**src/rtl/xif_mac_coproc_if.sv**
```systemverilog
// CV-X-IF signal bundle between the core (master) and the MAC coprocessor (slave).
interface xif_mac_coproc_if #(
  parameter int X_ID_WIDTH = 4,
  parameter int X_NUM_RS   = 2,
  parameter int XLEN       = 32
);
  logic                       compressed_valid;
  logic                       compressed_ready;
  logic                       compressed_resp_accept;
  logic [31:0]                compressed_resp_instr;

  logic                       issue_valid;
  logic                       issue_ready;
  logic [31:0]                issue_req_instr;
  logic [X_ID_WIDTH-1:0]      issue_req_id;
  logic [X_NUM_RS*XLEN-1:0]   issue_req_rs;
  logic [X_NUM_RS-1:0]        issue_req_rs_valid;
  logic                       issue_resp_accept;
  logic                       issue_resp_writeback;
  logic                       issue_resp_dualwrite;
  logic [2:0]                 issue_resp_dualread;
  logic                       issue_resp_loadstore;
  logic                       issue_resp_ecswrite;
  logic                       issue_resp_exc;

  logic                       commit_valid;
  logic [X_ID_WIDTH-1:0]      commit_id;
  logic                       commit_kill;

  logic                       result_valid;
  logic                       result_ready;
  logic [X_ID_WIDTH-1:0]      result_id;
  logic [XLEN-1:0]            result_data;
  logic [4:0]                 result_rd;
  logic                       result_we;
  logic [5:0]                 result_ecsdata;
  logic [2:0]                 result_ecswe;
  logic                       result_exc;
  logic [5:0]                 result_exccode;
  logic                       result_err;
  logic                       result_dbg;

  modport slave (
    input  compressed_valid,
    output compressed_ready, compressed_resp_accept, compressed_resp_instr,
    input  issue_valid, issue_req_instr, issue_req_id, issue_req_rs, issue_req_rs_valid,
    output issue_ready, issue_resp_accept, issue_resp_writeback, issue_resp_dualwrite,
           issue_resp_dualread, issue_resp_loadstore, issue_resp_ecswrite, issue_resp_exc,
    input  commit_valid, commit_id, commit_kill,
    output result_valid, result_id, result_data, result_rd, result_we, result_ecsdata,
           result_ecswe, result_exc, result_exccode, result_err, result_dbg,
    input  result_ready
  );

  modport master (
    output compressed_valid,
    input  compressed_ready, compressed_resp_accept, compressed_resp_instr,
    output issue_valid, issue_req_instr, issue_req_id, issue_req_rs, issue_req_rs_valid,
    input  issue_ready, issue_resp_accept, issue_resp_writeback, issue_resp_dualwrite,
           issue_resp_dualread, issue_resp_loadstore, issue_resp_ecswrite, issue_resp_exc,
    output commit_valid, commit_id, commit_kill,
    input  result_valid, result_id, result_data, result_rd, result_we, result_ecsdata,
           result_ecswe, result_exc, result_exccode, result_err, result_dbg,
    output result_ready
  );
endinterface

```
**src/rtl/xif_mac_coproc.sv**
```systemverilog
// Custom-0 multiply/accumulate coprocessor on the CV-X-IF port.
// Accepted instructions wait in an in-order queue until the core commits or kills them;
// the head entry is then executed and its rd value returned on the result interface.
//
// state    | meaning
// ---------+-------------------------------------------------------------
// S_IDLE   | waiting for the queue head to be committed or killed
// S_EXEC   | multiplier latency down-counter running for MUL/MAC
// S_RESULT | result registered and presented until the core accepts it
module xif_mac_coproc #(
  parameter int X_ID_WIDTH  = 4,
  parameter int X_NUM_RS    = 2,
  parameter int XLEN        = 32,
  parameter int DEPTH       = 2,
  parameter int MUL_LATENCY = 3
) (
  input logic             clk_i,
  input logic             rst_ni,
  xif_mac_coproc_if.slave xif
);

  localparam int PW = (DEPTH > 1) ? $clog2(DEPTH) : 1;
  localparam int NW = $clog2(DEPTH + 1);
  localparam int CW = (MUL_LATENCY > 1) ? $clog2(MUL_LATENCY) : 1;

  localparam logic [1:0] OP_MAC    = 2'b00;
  localparam logic [1:0] OP_MUL    = 2'b01;
  localparam logic [1:0] OP_CLRACC = 2'b11;

  typedef enum logic [1:0] {S_IDLE, S_EXEC, S_RESULT} state_t;

  typedef struct packed {
    logic [X_ID_WIDTH-1:0] id;
    logic [4:0]            rd;
    logic [1:0]            op;
    logic [XLEN-1:0]       rs1;
    logic [XLEN-1:0]       rs2;
  } entry_t;

  entry_t                r_q [DEPTH];
  logic [DEPTH-1:0]      r_vld, r_cmt, r_kill;
  logic [PW-1:0]         r_head, r_tail;
  logic [NW-1:0]         r_count;
  state_t                r_state, w_state_nxt;
  logic [CW-1:0]         r_cnt;
  logic [XLEN-1:0]       r_acc;
  logic [XLEN-1:0]       r_res_data;
  logic [X_ID_WIDTH-1:0] r_res_id;
  logic [4:0]            r_res_rd;
  logic [1:0]            r_res_op;

  logic                  w_match, w_full, w_enq, w_pop, w_cnt_load, w_res_load, w_res_hs;
  logic                  w_cmt_new;
  entry_t                w_new, w_head;
  logic [XLEN-1:0]       w_prod, w_res_data;
  logic                  w_unused;

  function automatic logic [PW-1:0] f_inc(input logic [PW-1:0] p);
    return (p == PW'(DEPTH - 1)) ? '0 : p + PW'(1);
  endfunction

  // Tie-offs for features this coprocessor does not implement.
  assign xif.compressed_ready       = 1'b1;
  assign xif.compressed_resp_accept = 1'b0;
  assign xif.compressed_resp_instr  = '0;
  assign xif.issue_resp_dualwrite   = 1'b0;
  assign xif.issue_resp_dualread    = '0;
  assign xif.issue_resp_loadstore   = 1'b0;
  assign xif.issue_resp_ecswrite    = 1'b0;
  assign xif.issue_resp_exc         = 1'b0;
  assign xif.result_ecsdata         = '0;
  assign xif.result_ecswe           = '0;
  assign xif.result_exc             = 1'b0;
  assign xif.result_exccode         = '0;
  assign xif.result_err             = 1'b0;
  assign xif.result_dbg             = 1'b0;

  assign w_unused = ^{xif.compressed_valid, xif.issue_req_instr[24:15],
                      xif.issue_req_rs, xif.issue_req_rs_valid};

  // custom-0 opcode, funct7 zero, funct3 0..3 (bit 14 clear)
  assign w_match = (xif.issue_req_instr[6:0] == 7'b0001011) &&
                   (xif.issue_req_instr[31:25] == 7'd0) && !xif.issue_req_instr[14];
  assign w_full  = (r_count == NW'(DEPTH));

  assign xif.issue_ready          = w_match ? (!w_full && (xif.issue_req_rs_valid[1:0] == 2'b11)) : 1'b1;
  assign xif.issue_resp_accept    = w_match;
  assign xif.issue_resp_writeback = w_match;

  assign w_enq     = xif.issue_valid && xif.issue_ready && w_match;
  assign w_cmt_new = xif.commit_valid && (xif.commit_id == xif.issue_req_id);

  assign w_new.id  = xif.issue_req_id;
  assign w_new.rd  = xif.issue_req_instr[11:7];
  assign w_new.op  = xif.issue_req_instr[13:12];
  assign w_new.rs1 = xif.issue_req_rs[XLEN-1:0];
  assign w_new.rs2 = xif.issue_req_rs[2*XLEN-1:XLEN];

  assign w_head = r_q[r_head];
  assign w_prod = w_head.rs1 * w_head.rs2;

  // Payload storage; contents are only meaningful while the matching valid bit is set.
  always_ff @(posedge clk_i) begin
    if (w_enq) r_q[r_tail] <= w_new;
  end

  // Queue pointers, occupancy and per-entry commit/kill flags.
  always_ff @(posedge clk_i or negedge rst_ni) begin
    if (!rst_ni) begin
      r_head  <= '0;
      r_tail  <= '0;
      r_count <= '0;
      r_vld   <= '0;
      r_cmt   <= '0;
      r_kill  <= '0;
    end else begin
      if (w_enq) r_tail <= f_inc(r_tail);
      if (w_pop) r_head <= f_inc(r_head);
      if (w_enq && !w_pop)      r_count <= r_count + NW'(1);
      else if (!w_enq && w_pop) r_count <= r_count - NW'(1);
      for (int i = 0; i < DEPTH; i++) begin
        if (w_pop && (PW'(i) == r_head)) begin
          r_vld[i]  <= 1'b0;
          r_cmt[i]  <= 1'b0;
          r_kill[i] <= 1'b0;
        end else if (w_enq && (PW'(i) == r_tail)) begin
          r_vld[i]  <= 1'b1;
          r_cmt[i]  <= w_cmt_new && !xif.commit_kill;
          r_kill[i] <= w_cmt_new && xif.commit_kill;
        end else if (r_vld[i] && xif.commit_valid && (xif.commit_id == r_q[i].id)) begin
          if (xif.commit_kill) r_kill[i] <= 1'b1;
          else                 r_cmt[i]  <= 1'b1;
        end
      end
    end
  end

  // FSM state register.
  always_ff @(posedge clk_i or negedge rst_ni) begin
    if (!rst_ni) r_state <= S_IDLE;
    else         r_state <= w_state_nxt;
  end

  // Next-state and control strobes.
  always_comb begin
    w_state_nxt = r_state;
    w_pop       = 1'b0;
    w_cnt_load  = 1'b0;
    w_res_load  = 1'b0;
    w_res_hs    = 1'b0;
    case (r_state)
      S_IDLE: begin
        if (r_vld[r_head]) begin
          if (r_kill[r_head]) begin
            w_pop = 1'b1;
          end else if (r_cmt[r_head]) begin
            if (!w_head.op[1]) begin
              w_state_nxt = S_EXEC;
              w_cnt_load  = 1'b1;
            end else begin
              w_state_nxt = S_RESULT;
              w_res_load  = 1'b1;
            end
          end
        end
      end
      S_EXEC: begin
        if (r_cnt == '0) begin
          w_state_nxt = S_RESULT;
          w_res_load  = 1'b1;
        end
      end
      S_RESULT: begin
        if (xif.result_ready) begin
          w_pop       = 1'b1;
          w_res_hs    = 1'b1;
          w_state_nxt = S_IDLE;
        end
      end
      default: w_state_nxt = S_IDLE;
    endcase
  end

  // Multiplier latency down-counter.
  always_ff @(posedge clk_i or negedge rst_ni) begin
    if (!rst_ni)                               r_cnt <= '0;
    else if (w_cnt_load)                       r_cnt <= CW'(MUL_LATENCY - 1);
    else if (r_state == S_EXEC && r_cnt != '0) r_cnt <= r_cnt - CW'(1);
  end

  // rd value for the head instruction; MAC reports the post-accumulate value.
  always_comb begin
    w_res_data = r_acc;
    case (w_head.op)
      OP_MAC:  w_res_data = r_acc + w_prod;
      OP_MUL:  w_res_data = w_prod;
      default: w_res_data = r_acc;
    endcase
  end

  // Result registers, held stable while the core back-pressures.
  always_ff @(posedge clk_i or negedge rst_ni) begin
    if (!rst_ni) begin
      r_res_data <= '0;
      r_res_id   <= '0;
      r_res_rd   <= '0;
      r_res_op   <= '0;
    end else if (w_res_load) begin
      r_res_data <= w_res_data;
      r_res_id   <= w_head.id;
      r_res_rd   <= w_head.rd;
      r_res_op   <= w_head.op;
    end
  end

  // Accumulator changes only when the result is accepted.
  always_ff @(posedge clk_i or negedge rst_ni) begin
    if (!rst_ni) begin
      r_acc <= '0;
    end else if (w_res_hs) begin
      if (r_res_op == OP_MAC)         r_acc <= r_res_data;
      else if (r_res_op == OP_CLRACC) r_acc <= '0;
    end
  end

  assign xif.result_valid = (r_state == S_RESULT);
  assign xif.result_we    = (r_state == S_RESULT);
  assign xif.result_data  = r_res_data;
  assign xif.result_id    = r_res_id;
  assign xif.result_rd    = r_res_rd;

endmodule
```
**src/flat_wrapper.sv**
```systemverilog
// flat-port wrapper written by rule: the top's interface ports become plain ports
module xif_mac_coproc_flat 
#(
  parameter int X_ID_WIDTH  = 4,
  parameter int X_NUM_RS    = 2,
  parameter int XLEN        = 32,
  parameter int DEPTH       = 2,
  parameter int MUL_LATENCY = 3
)
  (clk_i, rst_ni, xif_compressed_valid, xif_compressed_ready, xif_compressed_resp_accept, xif_compressed_resp_instr, xif_issue_valid, xif_issue_req_instr, xif_issue_req_id, xif_issue_req_rs, xif_issue_req_rs_valid, xif_issue_ready, xif_issue_resp_accept, xif_issue_resp_writeback, xif_issue_resp_dualwrite, xif_issue_resp_dualread, xif_issue_resp_loadstore, xif_issue_resp_ecswrite, xif_issue_resp_exc, xif_commit_valid, xif_commit_id, xif_commit_kill, xif_result_valid, xif_result_id, xif_result_data, xif_result_rd, xif_result_we, xif_result_ecsdata, xif_result_ecswe, xif_result_exc, xif_result_exccode, xif_result_err, xif_result_dbg, xif_result_ready);
  xif_mac_coproc_if #(.X_ID_WIDTH(X_ID_WIDTH), .X_NUM_RS(X_NUM_RS), .XLEN(XLEN)) xif_i ();
  input logic clk_i;
  input logic rst_ni;
  input wire logic [$bits(xif_i.compressed_valid)-1:0] xif_compressed_valid;
  output wire logic [$bits(xif_i.compressed_ready)-1:0] xif_compressed_ready;
  output wire logic [$bits(xif_i.compressed_resp_accept)-1:0] xif_compressed_resp_accept;
  output wire logic [$bits(xif_i.compressed_resp_instr)-1:0] xif_compressed_resp_instr;
  input wire logic [$bits(xif_i.issue_valid)-1:0] xif_issue_valid;
  input wire logic [$bits(xif_i.issue_req_instr)-1:0] xif_issue_req_instr;
  input wire logic [$bits(xif_i.issue_req_id)-1:0] xif_issue_req_id;
  input wire logic [$bits(xif_i.issue_req_rs)-1:0] xif_issue_req_rs;
  input wire logic [$bits(xif_i.issue_req_rs_valid)-1:0] xif_issue_req_rs_valid;
  output wire logic [$bits(xif_i.issue_ready)-1:0] xif_issue_ready;
  output wire logic [$bits(xif_i.issue_resp_accept)-1:0] xif_issue_resp_accept;
  output wire logic [$bits(xif_i.issue_resp_writeback)-1:0] xif_issue_resp_writeback;
  output wire logic [$bits(xif_i.issue_resp_dualwrite)-1:0] xif_issue_resp_dualwrite;
  output wire logic [$bits(xif_i.issue_resp_dualread)-1:0] xif_issue_resp_dualread;
  output wire logic [$bits(xif_i.issue_resp_loadstore)-1:0] xif_issue_resp_loadstore;
  output wire logic [$bits(xif_i.issue_resp_ecswrite)-1:0] xif_issue_resp_ecswrite;
  output wire logic [$bits(xif_i.issue_resp_exc)-1:0] xif_issue_resp_exc;
  input wire logic [$bits(xif_i.commit_valid)-1:0] xif_commit_valid;
  input wire logic [$bits(xif_i.commit_id)-1:0] xif_commit_id;
  input wire logic [$bits(xif_i.commit_kill)-1:0] xif_commit_kill;
  output wire logic [$bits(xif_i.result_valid)-1:0] xif_result_valid;
  output wire logic [$bits(xif_i.result_id)-1:0] xif_result_id;
  output wire logic [$bits(xif_i.result_data)-1:0] xif_result_data;
  output wire logic [$bits(xif_i.result_rd)-1:0] xif_result_rd;
  output wire logic [$bits(xif_i.result_we)-1:0] xif_result_we;
  output wire logic [$bits(xif_i.result_ecsdata)-1:0] xif_result_ecsdata;
  output wire logic [$bits(xif_i.result_ecswe)-1:0] xif_result_ecswe;
  output wire logic [$bits(xif_i.result_exc)-1:0] xif_result_exc;
  output wire logic [$bits(xif_i.result_exccode)-1:0] xif_result_exccode;
  output wire logic [$bits(xif_i.result_err)-1:0] xif_result_err;
  output wire logic [$bits(xif_i.result_dbg)-1:0] xif_result_dbg;
  input wire logic [$bits(xif_i.result_ready)-1:0] xif_result_ready;
  assign xif_i.compressed_valid = xif_compressed_valid;
  assign xif_compressed_ready = xif_i.compressed_ready;
  assign xif_compressed_resp_accept = xif_i.compressed_resp_accept;
  assign xif_compressed_resp_instr = xif_i.compressed_resp_instr;
  assign xif_i.issue_valid = xif_issue_valid;
  assign xif_i.issue_req_instr = xif_issue_req_instr;
  assign xif_i.issue_req_id = xif_issue_req_id;
  assign xif_i.issue_req_rs = xif_issue_req_rs;
  assign xif_i.issue_req_rs_valid = xif_issue_req_rs_valid;
  assign xif_issue_ready = xif_i.issue_ready;
  assign xif_issue_resp_accept = xif_i.issue_resp_accept;
  assign xif_issue_resp_writeback = xif_i.issue_resp_writeback;
  assign xif_issue_resp_dualwrite = xif_i.issue_resp_dualwrite;
  assign xif_issue_resp_dualread = xif_i.issue_resp_dualread;
  assign xif_issue_resp_loadstore = xif_i.issue_resp_loadstore;
  assign xif_issue_resp_ecswrite = xif_i.issue_resp_ecswrite;
  assign xif_issue_resp_exc = xif_i.issue_resp_exc;
  assign xif_i.commit_valid = xif_commit_valid;
  assign xif_i.commit_id = xif_commit_id;
  assign xif_i.commit_kill = xif_commit_kill;
  assign xif_result_valid = xif_i.result_valid;
  assign xif_result_id = xif_i.result_id;
  assign xif_result_data = xif_i.result_data;
  assign xif_result_rd = xif_i.result_rd;
  assign xif_result_we = xif_i.result_we;
  assign xif_result_ecsdata = xif_i.result_ecsdata;
  assign xif_result_ecswe = xif_i.result_ecswe;
  assign xif_result_exc = xif_i.result_exc;
  assign xif_result_exccode = xif_i.result_exccode;
  assign xif_result_err = xif_i.result_err;
  assign xif_result_dbg = xif_i.result_dbg;
  assign xif_i.result_ready = xif_result_ready;
  xif_mac_coproc #(.X_ID_WIDTH(X_ID_WIDTH), .X_NUM_RS(X_NUM_RS), .XLEN(XLEN), .DEPTH(DEPTH), .MUL_LATENCY(MUL_LATENCY)) u_core (.clk_i(clk_i), .rst_ni(rst_ni), .xif(xif_i));
endmodule
```
**config.mk**
```make
export PLATFORM = sky130hd
export DESIGN_NAME = xif_mac_coproc_flat
export DESIGN_NICKNAME = d
export VERILOG_FILES = /design/src/rtl/xif_mac_coproc_if.sv /design/src/rtl/xif_mac_coproc.sv /design/src/flat_wrapper.sv
export SDC_FILE = /design/constraint.sdc
export NUM_CORES = 2
export LEC_CHECK = 0
export BUFFER_PORTS_ARGS = -buffer_cell sky130_fd_sc_hd__buf_2
export CORE_UTILIZATION = 50
export DETAILED_ROUTE_END_ITERATION = 10
export PLACE_DENSITY_LB_ADDON = 0.08
export SYNTH_ARGS = -nofsm -noshare
export SYNTH_HDL_FRONTEND = slang
export SYNTH_SLANG_ARGS = --single-unit
```
**constraint.sdc**
```tcl
create_clock -name clk_i -period 28.7 [get_ports clk_i]
set_input_delay 5.74 -clock clk_i [delete_from_list [all_inputs] [get_ports clk_i]]
set_output_delay 5.74 -clock clk_i [all_outputs]
set_load 0.02 [all_outputs]
```
# Yosys cells after proc, flatten, opt, wreduce, memory -nomap -nowiden
# Memories as Yosys holds them, arrays and structs flattened.
# Index checks and enable logic that the tools add are counted.
[totals]
regBits = 89
ram_bits = 150
output_inout_bits = 105
elab_cells = 148
memories = 1
[memory_table]
columns = ["name", "depth", "width", "rd", "rd_clocked_by_memory_dff", "wr", "line_no", "rtl"]
rows = [
  ["u_core.r_q", 2, 75, 3, 0, 1, "xif_mac_coproc.sv:40", "entry_t r_q [DEPTH];"],
]
[classes]
n_addsub = 6
multipliers = 1
order_cmp = 1
n_eq_ne = 17
n_mux = 59
bitwise_logic = 2
reduce_logical = 45
[op_table]
columns = ["cell", "count"]
rows = [
  ["32-bit 2-to-1 mux", 2],
  ["32-bit one-hot mux with 2 select lines", 1],
  ["1-bit 2-to-1 mux", 43],
  ["32-bit adder", 1],
  ["32-bit by 32-bit multiplier with 32-bit output", 1],
  ["2-bit 2-to-1 mux", 10],
  ["1-bit logical AND", 19],
  ["4-bit == test", 3],
  ["2-bit nonzero test", 6],
  ["3-bit nonzero test", 4],
  ["2-bit AND reduction", 5],
  ["2-bit == test, second input constant", 4],
  ["2-bit logical NOT", 4],
  ["2-bit by 1-bit inequality test with 1-bit output, second input constant", 4],
  ["7-bit by 4-bit == test with 1-bit output, second input constant", 1],
  ["7-bit logical NOT", 1],
  ["3-bit by 1-bit inequality test with 1-bit output, second input constant", 2],
  ["2-bit one-hot mux with 3 select lines", 1],
  ["1-bit logical NOT", 5],
  ["5-bit AND reduction", 1],
  ["2-bit by 1-bit == test with 1-bit output, second input constant", 2],
  ["1-bit one-hot mux with 2 select lines", 2],
  ["2-bit by 1-bit subtractor with 2-bit output, second input constant", 2],
  ["1-bit adder, second input constant", 2],
  ["4 further kinds", 5],
]

# Depth between registers and ports, before layout
[depth]
word_depth = 10
mapped_depth = 43
depth_no_buf = 35

# Worst setup path before layout
# OpenSTA, ideal clock, no wires.
[synth_timing]
path_type = "input to output"
start = "input port xif_issue_req_instr[6]"
end = "output port xif_issue_ready"
arrival_time_ns = 7.461
t_required_ns = 22.960
slack_ns = 15.499
stages = 3
n_path_buf = 0
cell_sequence = "or4_1 > nor4_1 > nand2b_1"
[synth_via]
elab_chain_len = 4
[synth_rtl]
columns = ["element", "line_no", "rtl"]
rows = [
  ["from (decl)", "flat_wrapper.sv:19", "input wire logic [$bits(xif_i.issue_req_instr)-1:0] xif_issue_req_instr;"],
  ["7-bit by 4-bit == test with 1-bit output", "xif_mac_coproc.sv:82", "assign w_match = (xif.issue_req_instr[6:0] == 7'b0001011) &&"],
  ["1-bit logical AND", "xif_mac_coproc.sv:82", ""],
  ["1-bit logical AND", "xif_mac_coproc.sv:83", "(xif.issue_req_instr[31:25] == 7'd0) && !xif.issue_req_instr[14];"],
  ["named net xif_issue_resp_accept", "flat_wrapper.sv:24", "output wire logic [$bits(xif_i.issue_resp_accept)-1:0] xif_issue_resp_accept;"],
  ["1-bit 2-to-1 mux", "xif_mac_coproc.sv:86", "assign xif.issue_ready = w_match ? (!w_full && (xif.issue_req_rs_valid[1:0] == 2'b11)) : 1'b1;"],
  ["to (decl)", "flat_wrapper.sv:23", "output wire logic [$bits(xif_i.issue_ready)-1:0] xif_issue_ready;"],
]
# The timed path passes the listed nets, and every way through them passes these cells.

# Worst setup path after layout
[layout_timing]
start = "input port xif_issue_req_instr[6]"
end = "output port xif_issue_ready"
[layout_via]
elab_chain_len = 4
[layout_rtl]
columns = ["element", "line_no"]
rows = [
  ["7-bit by 4-bit == test with 1-bit output", "xif_mac_coproc.sv:82"],
  ["1-bit logical AND", "xif_mac_coproc.sv:82"],
  ["1-bit logical AND", "xif_mac_coproc.sv:83"],
  ["1-bit 2-to-1 mux", "xif_mac_coproc.sv:86"],
]
# No other way between the ends.

==> results.json <==
{
  "outcome": "finished clean",
  "detail_route.wl_per_cell_microns": 20.01,
  "synthFlopType": "edfxtp_1",
  "gp_routability_congestion": 0.9546,
  "report.final.hold_viol_count": 0,
  "synth_top_cells_by_area": "fa_1, edfxtp_1, dfrtp_1",
  "finalSetupViolations": 0,
  "postSynthAreaPerCell_sq_um": 9.804,
  "setup.worst_path.class": "input port to output pin",
  "clock-skew-final_ns": 0.06059,
  "fill_cells": 4827,
  "timing_max_transition_violations_final": 0,
  "io_pins": 218,
  "cp_slowest_cell": "or4_1",
  "cts_inserted_buffers": 28,
  "synth_enable_flop_cells": 150,
  "crit-reg2reg-capture": "u_core.xif.result_data[31]",
  "gr-usage-all-layers_pct": 27.26,
  "fp.dieH_microns": 234.4,
  "timing.slew.headroom_pct": 14.48,
  "drive_gt1_share_pct": 11.02,
  "placement.cell_area_sq_mm": 0.02830,
  "holdCritPathClass": "flop to flop",
  "cp.required_ns": 22.96,
  "start_util_pct": 50.99,
  "setup_total_negative_slack_ns": 0,
  "reg2reg_slack_ns": 17.63,
  "worst-path-max-fanout": 4,
  "cts-root-buf": "clkbuf_16",
  "ant_nets": 0,
  "achievable-frequency_mhz": 77.66,
  "design_area_sq_mm": 0.02927,
  "endpoint_kind": "output pin",
  "netlist.area_leader.share_pct": 30.31,
  "worstSetupEndpoint": "xif_issue_ready",
  "start_of_the_worst_register_to_register_path": "u_core.r_head",
  "antenna_found_initial": 2,
  "h-tree-depth": 1,
  "routed_via_count": 19270,
  "fin_crit_ns": 12.88,
  "worst-endpoint-arrival_ns": 7.14,
  "die_w_microns": 234.4,
  "finish.net_count": 3552,
  "cts-root-to-sink-buffers": 3,
  "port_buffers": 147,
  "remaining_global_route_overflow": 0,
  "grt_first_pass_wirelength_microns": 112000,
  "timing_worst_slew_pin_value_ns": 1.258,
  "syn_inst": 2755,
  "syn_area_sq_mm": 0.02701,
  "fp.coreArea_sq_mm": 0.05297,
  "max_cap_check_violation_count": 0,
  "place_hpwl_microns": 56000,
  "synth_area_leader_cell": "fa_1",
  "grt_start_max_net_pins": 75,
  "yosysMostFrequentCell": "inv_1",
  "first_iter_violations": 1120,
  "post_synth_most_frequent_cells": "inv_1, fa_1, nand2_1, nor2_1, ha_1",
  "critical-path-max-stage-delay_ns": 0.51,
  "floorplan.rows": 84,
  "clock_latency_ns": 0.61,
  "ctsHoldBuffers": 0,
  "count_of_tritonroute_iterations_in_the_first_routing_pass": 5,
  "yosysWarningCount": 0,
  "startpoint_type": "input port",
  "path_common_cell": "buf_2",
  "path_cells": "buf_2, or4_1, nor4_1, nand2b_1, buf_2",
  "postRouteWirelength_microns": 71740,
  "cp-startpoint": "xif_issue_req_instr[6]",
  "areaGrowthSynthToFinish_pct": 8.366,
  "tritoncts": "built",
  "drc_errors": 0,
  "synth_seq_area_share_pct": 24.92,
  "ys_async_sr_fraction_pct": 37.24,
  "first_global_vias": 20270,
  "final_min_period_over_clock_period_pct": 44.87,
  "post_cts_resize_count": 0,
  "cts.repair_timing.setup_buffer_count": 0,
  "netlist-cell-type-count": 67,
  "clock_sinks": 239,
  "cts.reportedPaths.clkPinSlew_ns": 0.06,
  "worst-r2r-cell-count": 33,
  "route.detailed.vias_per_inst": 5.374,
  "fp.dieArea_sq_mm": 0.05495,
  "grt_setup_unrepaired": "no",
  "ys_seq_elements": 239
}
[layout by cell type, fill, tap and decap left out, types with 5 or more instances in the layout]
cell and instances:
a211oi_1 9, a21o_1 26, a21oi_1 63, a31oi_1 5
and2_1 9, and3_1 9, buf_2 146, buf_4 36
clkbuf_16 28, clkinv_1 5, clkinv_2 6, conb_1 59
dfrtp_1 88, edfxtp_1 150, fa_1 409, ha_1 157
inv_1 422, mux2_2 55, mux2i_1 49, mux2i_2 19
mux2i_4 5, nand2_1 384, nand2b_1 13, nand3_1 16
nand4_1 5, nor2_1 345, nor2b_1 9, nor3_1 11
o211ai_1 16, o21a_1 12, o21ai_0 116, o21bai_1 8
o31ai_1 10, xnor2_1 93, xor2_1 26
[cell type report]
type / instances / area [sq um] / share of cell area, %
Clock buffer: 34 / 743.2 / 2.539
Timing Repair Buffer: 182 / 1001 / 3.420
Inverter: 424 / 1594 / 5.446
Multi-Input combinational cell: 1998 / 18110 / 61.87
Sequential cell: 239 / 6735 / 23.01
Tap cell: 688 / 860.8 / 2.941
Antenna cell: 2 / 5.005 / 0.01710
Clock inverter: 18 / 221.5 / 0.7566
[state kept, by name, indices dropped and copies added (netlist names)]
name	flops
u_core.r_state	2
u_core.r_vld	2
u_core.r_kill	2
u_core.r_res_op	2
u_core.r_head	1
u_core.xif.result_rd	5
u_core.xif.result_data	32
u_core.r_cnt	2
u_core.r_q	150
u_core.r_cmt	2
u_core.r_tail	1
u_core.xif.result_id	4
u_core.r_count	2
u_core.r_acc	32
[routing by layer]
metal / global-route usage, % / vias up / part of all wire (%)
met2: 44.37 / 606 / 47
met1: 36.35 / 9696 / 42
met3: 5.124 / 131 / 7.3
met5: 0 / - / 0
li1: - / 8833 / -
met4: 10.14 / 0 / 3.7
[worst min path at each step]
stage | startpoint | endpoint | slack (ns) | depth (start not counted)
2_1_floorplan | u_core.r_cnt[0] | u_core.r_cnt[0] | 0.45 | 1
3_3_place_gp | u_core.xif.result_rd[1] | u_core.xif.result_rd[1] | 0.46 | 2
3_5_place_dp | u_core.xif.result_rd[3] | u_core.xif.result_rd[3] | 0.47 | 2
4_1_cts | u_core.xif.result_rd[3] | u_core.xif.result_rd[3] | 0.48 | 2
5_1_grt | u_core.xif.result_rd[3] | u_core.xif.result_rd[3] | 0.52 | 2
6_report | u_core.xif.result_rd[3] | u_core.xif.result_rd[3] | 0.47 | 2
[per-stage QoR]
stage / cells / setup WS, ns / hold WS, ns / utilization [%]
6_report: 3585 / 15.82 / 0.4711 / 55.26
5_1_grt: 3585 / 15.74 / 0.5239 / 55.26
4_1_cts: 3583 / 15.88 / 0.4786 / 55.25
3_5_place_dp: 3531 / 15.88 / 0.4652 / 53.43
3_3_place_gp: 3531 / 15.91 / 0.4606 / 53.43
2_1_floorplan: 2812 / 15.50 / 0.4510 / -
[worst max-delay path, delay by kind of cell]
family | cells | cell delay, ns
buffers and inverters | 2 | 0.27
and+or+nand+nor | 3 | 1.12
[cells by family after synthesis]
| kind of cell | count (synthesis) | synth area share (%) |
|---|---|---|
| simple gates | 825 | 12.34 |
| buf+inv | 575 | 9.140 |
| fa+ha+maj | 566 | 37.59 |
| compound gates | 298 | 6.740 |
| flops | 239 | 24.92 |
| mux | 129 | 5.239 |
| xor+xnor | 121 | 4.002 |
| other cells | 2 | 0.02780 |
Power is left out: the tool's default activity adds up to more than one toggle a clock period on the data nets, which glitch-free logic cannot reach.
